[src/rtl/hazard_pipe_ctrl.sv]
// ---------------------------------------------------------------------------
// hazard_pipe_ctrl
//
// Control-side pipeline register chain and load-use hazard detector for the
// 5-stage MIPS core. It carries RegWrite, MemRead and the register
// specifiers through the ID/EX, EX/MEM and MEM/WB stages. The registered
// stage outputs are the values the forwarding unit compares against.
//
// The block also:
//   - stalls one cycle on a load-use hazard,
//   - inserts a bubble into ID/EX when a branch or jump flushes ID,
//   - freezes every stage while memory is not ready,
//   - keeps a saturating count of load-use stall cycles.
//
// Ports
//   clk_i, rst_i               core clock, synchronous active-high reset
//   IF_ID_RegisterRs/Rt        source specifiers of the instruction in ID
//   ID_RegisterRd              destination of the instruction in ID (RegDst-muxed)
//   ID_RegWrite, ID_MemRead    decoded control bits of the instruction in ID
//   flush_i                    instruction in ID is wrong-path
//   mem_stall_i                freeze the whole pipeline this cycle
//   ID_EX_*                    ID/EX stage register contents
//   EX_MEM_*                   EX/MEM stage register contents
//   MEM_WB_*                   MEM/WB stage register contents
//   PCWrite, IF_ID_Write       update enables for the PC and the IF/ID register
//   load_use_stall             a load-use stall is being taken this cycle
//   stall_count                saturating count of load-use stall cycles
// ---------------------------------------------------------------------------
module hazard_pipe_ctrl #(
    parameter int CNT_W = 16
) (
    input  logic             clk_i,
    input  logic             rst_i,

    input  logic [4:0]       IF_ID_RegisterRs,
    input  logic [4:0]       IF_ID_RegisterRt,
    input  logic [4:0]       ID_RegisterRd,
    input  logic             ID_RegWrite,
    input  logic             ID_MemRead,
    input  logic             flush_i,
    input  logic             mem_stall_i,

    output logic [4:0]       ID_EX_RegisterRs,
    output logic [4:0]       ID_EX_RegisterRt,
    output logic [4:0]       ID_EX_RegisterRd,
    output logic             ID_EX_RegWrite,
    output logic             ID_EX_MemRead,

    output logic             EX_MEM_RegWrite,
    output logic             EX_MEM_MemRead,
    output logic [4:0]       EX_MEM_RegisterRd,

    output logic             MEM_WB_RegWrite,
    output logic [4:0]       MEM_WB_RegisterRd,

    output logic             PCWrite,
    output logic             IF_ID_Write,
    output logic             load_use_stall,
    output logic [CNT_W-1:0] stall_count
);

    // -----------------------------------------------------------------------
    // Stage registers
    // -----------------------------------------------------------------------
    logic [4:0]       id_ex_rs_reg,   id_ex_rs_next;
    logic [4:0]       id_ex_rt_reg,   id_ex_rt_next;
    logic [4:0]       id_ex_rd_reg,   id_ex_rd_next;
    logic             id_ex_rw_reg,   id_ex_rw_next;
    logic             id_ex_mr_reg,   id_ex_mr_next;

    logic             ex_mem_rw_reg,  ex_mem_rw_next;
    logic             ex_mem_mr_reg,  ex_mem_mr_next;
    logic [4:0]       ex_mem_rd_reg,  ex_mem_rd_next;

    logic             mem_wb_rw_reg,  mem_wb_rw_next;
    logic [4:0]       mem_wb_rd_reg,  mem_wb_rd_next;

    logic [CNT_W-1:0] stall_cnt_reg,  stall_cnt_next;

    // -----------------------------------------------------------------------
    // Load-use hazard detection.
    // The load sitting in ID/EX conflicts with the instruction in ID if its
    // destination matches either source. Register 0 is hard-wired to zero, so
    // a load targeting it never creates a dependency.
    // -----------------------------------------------------------------------
    logic [4:0] id_src [2];
    logic [1:0] src_match;
    logic       hz;

    assign id_src[0] = IF_ID_RegisterRs;
    assign id_src[1] = IF_ID_RegisterRt;

    genvar gi;
    generate
        for (gi = 0; gi < 2; gi++) begin : g_src_cmp
            assign src_match[gi] = (id_ex_rd_reg == id_src[gi]);
        end
    endgenerate

    assign hz = id_ex_mr_reg && (id_ex_rd_reg != 5'd0) && (|src_match);

    // -----------------------------------------------------------------------
    // Per-cycle control decisions.
    //   freeze : memory not ready, nothing moves
    //   bubble : ID/EX gets a NOP (flush has priority over the hazard)
    //   take   : a load-use stall cycle is being spent
    // -----------------------------------------------------------------------
    logic freeze;
    logic bubble;
    logic take_stall;

    assign freeze     = mem_stall_i;
    assign bubble     = !freeze && (flush_i || hz);
    assign take_stall = !freeze && !flush_i && hz;

    // -----------------------------------------------------------------------
    // Next-state logic. Defaults hold every register, so a freeze needs no
    // explicit branch of its own.
    // -----------------------------------------------------------------------
    always_comb begin
        id_ex_rs_next  = id_ex_rs_reg;
        id_ex_rt_next  = id_ex_rt_reg;
        id_ex_rd_next  = id_ex_rd_reg;
        id_ex_rw_next  = id_ex_rw_reg;
        id_ex_mr_next  = id_ex_mr_reg;
        ex_mem_rw_next = ex_mem_rw_reg;
        ex_mem_mr_next = ex_mem_mr_reg;
        ex_mem_rd_next = ex_mem_rd_reg;
        mem_wb_rw_next = mem_wb_rw_reg;
        mem_wb_rd_next = mem_wb_rd_reg;
        stall_cnt_next = stall_cnt_reg;

        if (!freeze) begin
            // Downstream stages always advance when not frozen; a bubble only
            // replaces what enters ID/EX.
            mem_wb_rw_next = ex_mem_rw_reg;
            mem_wb_rd_next = ex_mem_rd_reg;
            ex_mem_rw_next = id_ex_rw_reg;
            ex_mem_mr_next = id_ex_mr_reg;
            ex_mem_rd_next = id_ex_rd_reg;

            if (bubble) begin
                id_ex_rs_next = 5'd0;
                id_ex_rt_next = 5'd0;
                id_ex_rd_next = 5'd0;
                id_ex_rw_next = 1'b0;
                id_ex_mr_next = 1'b0;
            end else begin
                id_ex_rs_next = IF_ID_RegisterRs;
                id_ex_rt_next = IF_ID_RegisterRt;
                id_ex_rd_next = ID_RegisterRd;
                id_ex_rw_next = ID_RegWrite;
                id_ex_mr_next = ID_MemRead;
            end
        end

        // Saturating increment: all-ones is sticky.
        if (take_stall && (stall_cnt_reg != {CNT_W{1'b1}})) begin
            stall_cnt_next = stall_cnt_reg + 1'b1;
        end
    end

    // -----------------------------------------------------------------------
    // State registers
    // -----------------------------------------------------------------------
    always_ff @(posedge clk_i) begin
        if (rst_i) begin
            id_ex_rs_reg  <= 5'd0;
            id_ex_rt_reg  <= 5'd0;
            id_ex_rd_reg  <= 5'd0;
            id_ex_rw_reg  <= 1'b0;
            id_ex_mr_reg  <= 1'b0;
            ex_mem_rw_reg <= 1'b0;
            ex_mem_mr_reg <= 1'b0;
            ex_mem_rd_reg <= 5'd0;
            mem_wb_rw_reg <= 1'b0;
            mem_wb_rd_reg <= 5'd0;
            stall_cnt_reg <= '0;
        end else begin
            id_ex_rs_reg  <= id_ex_rs_next;
            id_ex_rt_reg  <= id_ex_rt_next;
            id_ex_rd_reg  <= id_ex_rd_next;
            id_ex_rw_reg  <= id_ex_rw_next;
            id_ex_mr_reg  <= id_ex_mr_next;
            ex_mem_rw_reg <= ex_mem_rw_next;
            ex_mem_mr_reg <= ex_mem_mr_next;
            ex_mem_rd_reg <= ex_mem_rd_next;
            mem_wb_rw_reg <= mem_wb_rw_next;
            mem_wb_rd_reg <= mem_wb_rd_next;
            stall_cnt_reg <= stall_cnt_next;
        end
    end

    // -----------------------------------------------------------------------
    // Outputs
    // -----------------------------------------------------------------------
    assign ID_EX_RegisterRs  = id_ex_rs_reg;
    assign ID_EX_RegisterRt  = id_ex_rt_reg;
    assign ID_EX_RegisterRd  = id_ex_rd_reg;
    assign ID_EX_RegWrite    = id_ex_rw_reg;
    assign ID_EX_MemRead     = id_ex_mr_reg;
    assign EX_MEM_RegWrite   = ex_mem_rw_reg;
    assign EX_MEM_MemRead    = ex_mem_mr_reg;
    assign EX_MEM_RegisterRd = ex_mem_rd_reg;
    assign MEM_WB_RegWrite   = mem_wb_rw_reg;
    assign MEM_WB_RegisterRd = mem_wb_rd_reg;
    assign stall_count       = stall_cnt_reg;

    // The front end advances unless memory is frozen or a load-use stall is
    // being taken; a flush always lets the corrected fetch proceed.
    assign PCWrite        = !freeze && !take_stall;
    assign IF_ID_Write    = !freeze && !take_stall;
    assign load_use_stall = take_stall;

endmodule

[config.mk]
export PLATFORM = sky130hd
export DESIGN_NAME = hazard_pipe_ctrl
export DESIGN_NICKNAME = d
export VERILOG_FILES = /design/src/rtl/hazard_pipe_ctrl.sv
export SDC_FILE = /design/constraint.sdc
export NUM_CORES = 1
export LEC_CHECK = 0
export BUFFER_PORTS_ARGS = -buffer_cell sky130_fd_sc_hd__buf_2
export CORE_ASPECT_RATIO = 0.8
export CORE_MARGIN = 1
export CORE_UTILIZATION = 52
export DETAILED_ROUTE_END_ITERATION = 8
export PLACE_DENSITY = 0.81
export REMOVE_ABC_BUFFERS = 1
export SETUP_SLACK_MARGIN = 0.02
export SLEW_MARGIN = 20
export SYNTH_ARGS = -nofsm -noshare
export SYNTH_HDL_FRONTEND = slang
export SYNTH_SLANG_ARGS = --single-unit
export TNS_END_PERCENT = 20
[constraint.sdc]
create_clock -name clk_i -period 6.3 [get_ports clk_i]
set_input_delay 0.315 -clock clk_i [delete_from_list [all_inputs] [get_ports clk_i]]
set_output_delay 0.315 -clock clk_i [all_outputs]
set_load 0.01 [all_outputs]
* After elaboration in Yosys (flattened, before gate mapping)
Index checks and enable logic that the tools add are counted.
** Word-level totals
- Memory bits (read-only) :: 0
- Bits in registers :: 46
- Latch bits :: 0
- Memory bits (writable) :: 0
- Memories kept :: 0
- Input port bits :: 21
- Output and inout bits :: 49
** Operators by class
- Div/mod/pow operators :: 0
- Magnitude comparators :: 0
- Shift-type cells :: 0
- $add $sub $neg :: 1
- Equality and inequality tests :: 3
- Reductions and logical operators :: 13
- Multipliers :: 0
- Muxes and demuxes :: 5
- Bitwise logic cells :: 0
** Operator list (count)
- $add 16x1->16 const B :: 1
- $ne 16x16->1 const B :: 1
- $mux 5 :: 3
- $eq 5x5->1 :: 2
- $logic_and 1x1->1 :: 7
- $reduce_bool 5->1 :: 1
- $logic_not 1->1 :: 3
- $mux 1 :: 2
- $reduce_or 2->1 :: 1
- $logic_or 1x1->1 :: 1

* Depth between registers and ports, before layout
- Depth in word-level cells :: 6
- Depth in mapped cells :: 7
- Gate-level depth less buffers :: 7

* Worst setup path after synthesis
No wires, ideal clock.
- Path kind :: register to output
- Start :: reg id_ex_rd_reg[0], in the netlist ID_EX_RegisterRd[0]
- End :: out PCWrite
- Cell stages (with the launch flop) :: 8
- Data arrival time :: 2.058 ns
- Buffers on the path :: 1
- Path slack :: 3.927 ns
- Path through :: dfxtp_1 xnor2_1 nand3_1 o22ai_2 nor2b_1 nor3b_1 nor2_1 buf_4
** Between the ends
- Cells in the longest elaborated chain, start to end :: 6
** Ends and longest elaborated chain
- from (decl) :: line 67 : logic [4:0] id_ex_rd_reg, id_ex_rd_next;
- from (signal assigned) :: line 182 : id_ex_rd_reg <= id_ex_rd_next;
- $eq 5x5->1 / $reduce_bool 5->1 (equally long branches) :: line 96, 100
- $reduce_or 2->1 / $logic_and 1x1->1 (equally long branches) :: line 100 : assign hz = id_ex_mr_reg && (id_ex_rd_reg != 5'd0) && (|src_match);
- $logic_and 1x1->1 * :: line 100
- $logic_and 1x1->1 * :: line 114 : assign take_stall = !freeze && !flush_i && hz;
- via load_use_stall :: line 58 : output logic load_use_stall,
- $logic_not 1->1 *
- $logic_and 1x1->1 *
- to (decl) :: line 56 : output logic PCWrite,
The timed path passes the listed nets; every way through them passes the cells marked *.

* Worst setup path in the final report
- Start :: reg id_ex_rd_reg[2], in the netlist ID_EX_RegisterRd[2]
- End :: out IF_ID_Write
** Between the ends
- Cells in the longest elaborated chain, start to end :: 6
** Ends and longest elaborated chain
- $eq 5x5->1 / $reduce_bool 5->1 (equally long branches) :: line 96, 100
- $reduce_or 2->1 / $logic_and 1x1->1 (equally long branches) :: line 100
- $logic_and 1x1->1 * :: line 100
- $logic_and 1x1->1 * :: line 114
- $logic_not 1->1 * :: line 212 : assign IF_ID_Write = !freeze && !take_stall;
- $logic_and 1x1->1 * :: line 212
- to (decl) :: line 57 : output logic IF_ID_Write,
Mark *: on every way between the ends. The rest lies on a longest branch, timed or not.

==> results.toml <==
[worst_setup_path]
crit_path_cell_trace = "xnor2_1, nand3_1, o22ai_2, nor2b_1, nor3b_1, nor2_1, buf_2"
cp_data_arrival_time_ns = 2.33
start_kind = "flip-flop"
criticalPathCategory = "reg2out"
required_ns = 5.98
crit_slowest_cell = "dfxtp_1"
cpPeakStageDelay_ns = 0.48
endpoint_kind = "primary output"
cp_max_fo = 8

[die]
die_area_mm2 = 0.00392
core_area_mm2 = 0.00347
num_rows = 19
io_pins = 70
die_h_um = 56.2
fp.dieW_um = 69.7
start_util = 0.550

[logic_synthesis]
synth_area_leader_cell = "dfxtp_1"
yosysTopAreaCellShare = 0.482
synth_warnings = 0
synth.yosys.seq_area_share = 0.482
async_reset_ff_frac = 0
synthDistinctLibCells = 31
syn-cell-area_mm2 = 0.00191
synth_edf_count = 0
synth_area_per_cell_um2 = 10.0
yosysMostFrequentCell = "dfxtp_1"
yosys-top-cells-count = "dfxtp_1 (46), nor2_1 (25), a22o_1 (17)"
synthFlopType = "dfxtp_1"
ys_ff_latch = 46
ys_top_cells_by_area = "dfxtp_1 (48%), a22o_1 (7.8%), mux2i_1 (7.3%), xnor2_1 (5.0%), nor2_1 (4.9%)"
syn_inst = 191

[clocking]
cts.root.buffer_cell = "clkbuf_8"
cts_sinks = 46
cts_buffers = 5
cts_resized = 0
clk_path_buf_depth = 2
hold_buffers = 0
cts_tree = "yes"
ctsHtreeMaxLevel = 2
cts_setup_buffers = 0
worstSkewPairLatency_ns = 0.29
path_clk_slew_ns = 0.08

[status]
status = "finished, final reports clean"

[route]
wl_met3_um = 255
drt-met1-wl_um = 1970
highest_layer = "met4"
dr_wl_met2_um = 2010
via_per_inst = 5.54
wl_per_cell_um = 14.1
drt_iter0_drc = 87
drt_wl_total_um = 4260
first_pass_iters = 4
ant_nets = 0
vias = 1667
drc = 0

[sta]
rsz0062_at_grt = "false"
drv_slew = 0
period_share = 0.420
setup_viol = 0
fmax_ghz = 0.378
tns_ns = 0
clock_skew_ns = 0.00591
tightest_slew_ns = 0.884
hold_violations = 0
slew_headroom = 0.406
fin_crit_ns = 2.64

[global_routing]
grt_usage = 0.220
grt_pass1_vias = 1471
grt_pass1_wl_um = 6870
grt_overflow = 0
antenna_found_initial = 0
grt_max_degree = 33

[power]
power_density_mw_per_mm2 = 229
peakVddDrop_mv = 0.140
power_leakage_uw = 0.00106

[layout]
drive_above_1_share = 0.328
final_cells = 301
num_antenna_cells = 0
area_growth_syn_to_layout_pct = 24.7
fillerInstances = 278
nets = 280

[place]
place_congestion = 0.783
dp_hpwl_um = 3060
io_buffers = 69
dp.cells = 293

[hold_path]
hold_path.class = "in2reg"

[run]
drv_cap = 0
## layout make-up
| class | instances | area (um2) | area share |
|---|---|---|---|
| Timing Repair Buffer | 69 | 345 | 0.145 |
| Multi-Input combinational cell | 133 | 941 | 0.395 |
| Clock buffer | 8 | 110 | 0.0462 |
| Sequential cell | 46 | 921 | 0.387 |
| Inverter | 3 | 11.3 | 0.00473 |
| Tap cell | 42 | 52.6 | 0.0221 |
## stage by stage
stage / worst slack (ns) / power, uW / util / area, um2 / hold slack [ns]
after floorplan: 4.07 / 328 / - / 1870 / 0.384
after global placement: 4.00 / 351 / 0.654 / 2270 / 0.452
after detailed placement: 3.97 / 352 / 0.654 / 2270 / 0.453
after CTS: 3.65 / 548 / 0.685 / 2380 / 0.241
after global routing: 3.48 / 569 / 0.686 / 2380 / 0.241
final: 3.66 / 546 / 0.686 / 2380 / 0.245
## kinds of logic (layout without fill, tap and decap cells)
kind of cell | count (synthesis) | in the layout | synth area share
adder cells (fa/ha/maj) | 1 | 1 | 0.00655
buffers and inverters | 12 | 80 | 0.0262
AND/OR/NAND/NOR | 65 | 65 | 0.187
XOR/XNOR | 16 | 16 | 0.0734
multiplexers | 14 | 14 | 0.0734
flip-flops | 46 | 46 | 0.482
AO/OA/AOI/OAI | 37 | 37 | 0.151
## state kept, by name (all words and copies together) (netlist names)
signal	flops
ID_EX_RegisterRs	5
ID_EX_RegisterRt	5
stall_count	16
EX_MEM_RegisterRd	5
ID_EX_MemRead	1
EX_MEM_MemRead	1
MEM_WB_RegWrite	1
MEM_WB_RegisterRd	5
ID_EX_RegisterRd	5
ID_EX_RegWrite	1
EX_MEM_RegWrite	1
## report_power, final
part           switching (uW)  internal, uW  total (uW)
clock                    89.5           111         200
sequential               5.36           296         301
combinational            24.0          20.3        44.2
total                     119           427         546
## worst max-delay path, delay by kind of cell, from the launching register on
kind	cells	cell delay [ns]
XOR/XNOR	1	0.17
AO/OA/AOI/OAI	1	0.37
AND/OR/NAND/NOR	4	0.85
flip-flops	1	0.48
buffers and inverters	1	0.16
## worst paths after layout
check                                          from                   to  slack [ns]  depth (start not counted)
worst max register to register  ID_EX_RegisterRd[4]  ID_EX_RegisterRt[0]        3.94                          5
worst min register to register  ID_EX_RegisterRs[0]  ID_EX_RegisterRs[0]        0.47                          1
worst max-delay path            ID_EX_RegisterRd[2]          IF_ID_Write        3.66                          7
worst min-delay path               ID_RegisterRd[2]  ID_EX_RegisterRd[2]        0.25                          2
## metal layers
| metal | global-route usage | vias to the layer above |
|---|---|---|
| met4 | 0.0514 | 0 |
| li1 | - | 822 |
| met5 | 0 | - |
| met1 | 0.300 | 788 |
| met3 | 0.0543 | 2 |
| met2 | 0.354 | 55 |
## layout by cell type (no fill, tap or decap)
master and instances:
dfxtp_1 46, nand3_4 1, o22ai_2 1, nand4_1 3, a2111oi_4 1, mux2i_1 14, nor4_4 1, a21oi_1 8
clkbuf_8 8, o31ai_1 4, nor3_1 1, xnor2_1 11, or4_1 6, nand3_1 11, nand2_2 1, a22o_1 17
and3_4 1, inv_1 3, ha_1 1, nor2b_2 1, o21ai_0 5, nor3b_1 1, o21ai_1 1, or3_1 4
xor2_1 5, and4_4 1, nor2_1 25, buf_2 69, nand2_1 7, nor2b_1 1
No activity file was read; power rests on OpenSTA's default activity.
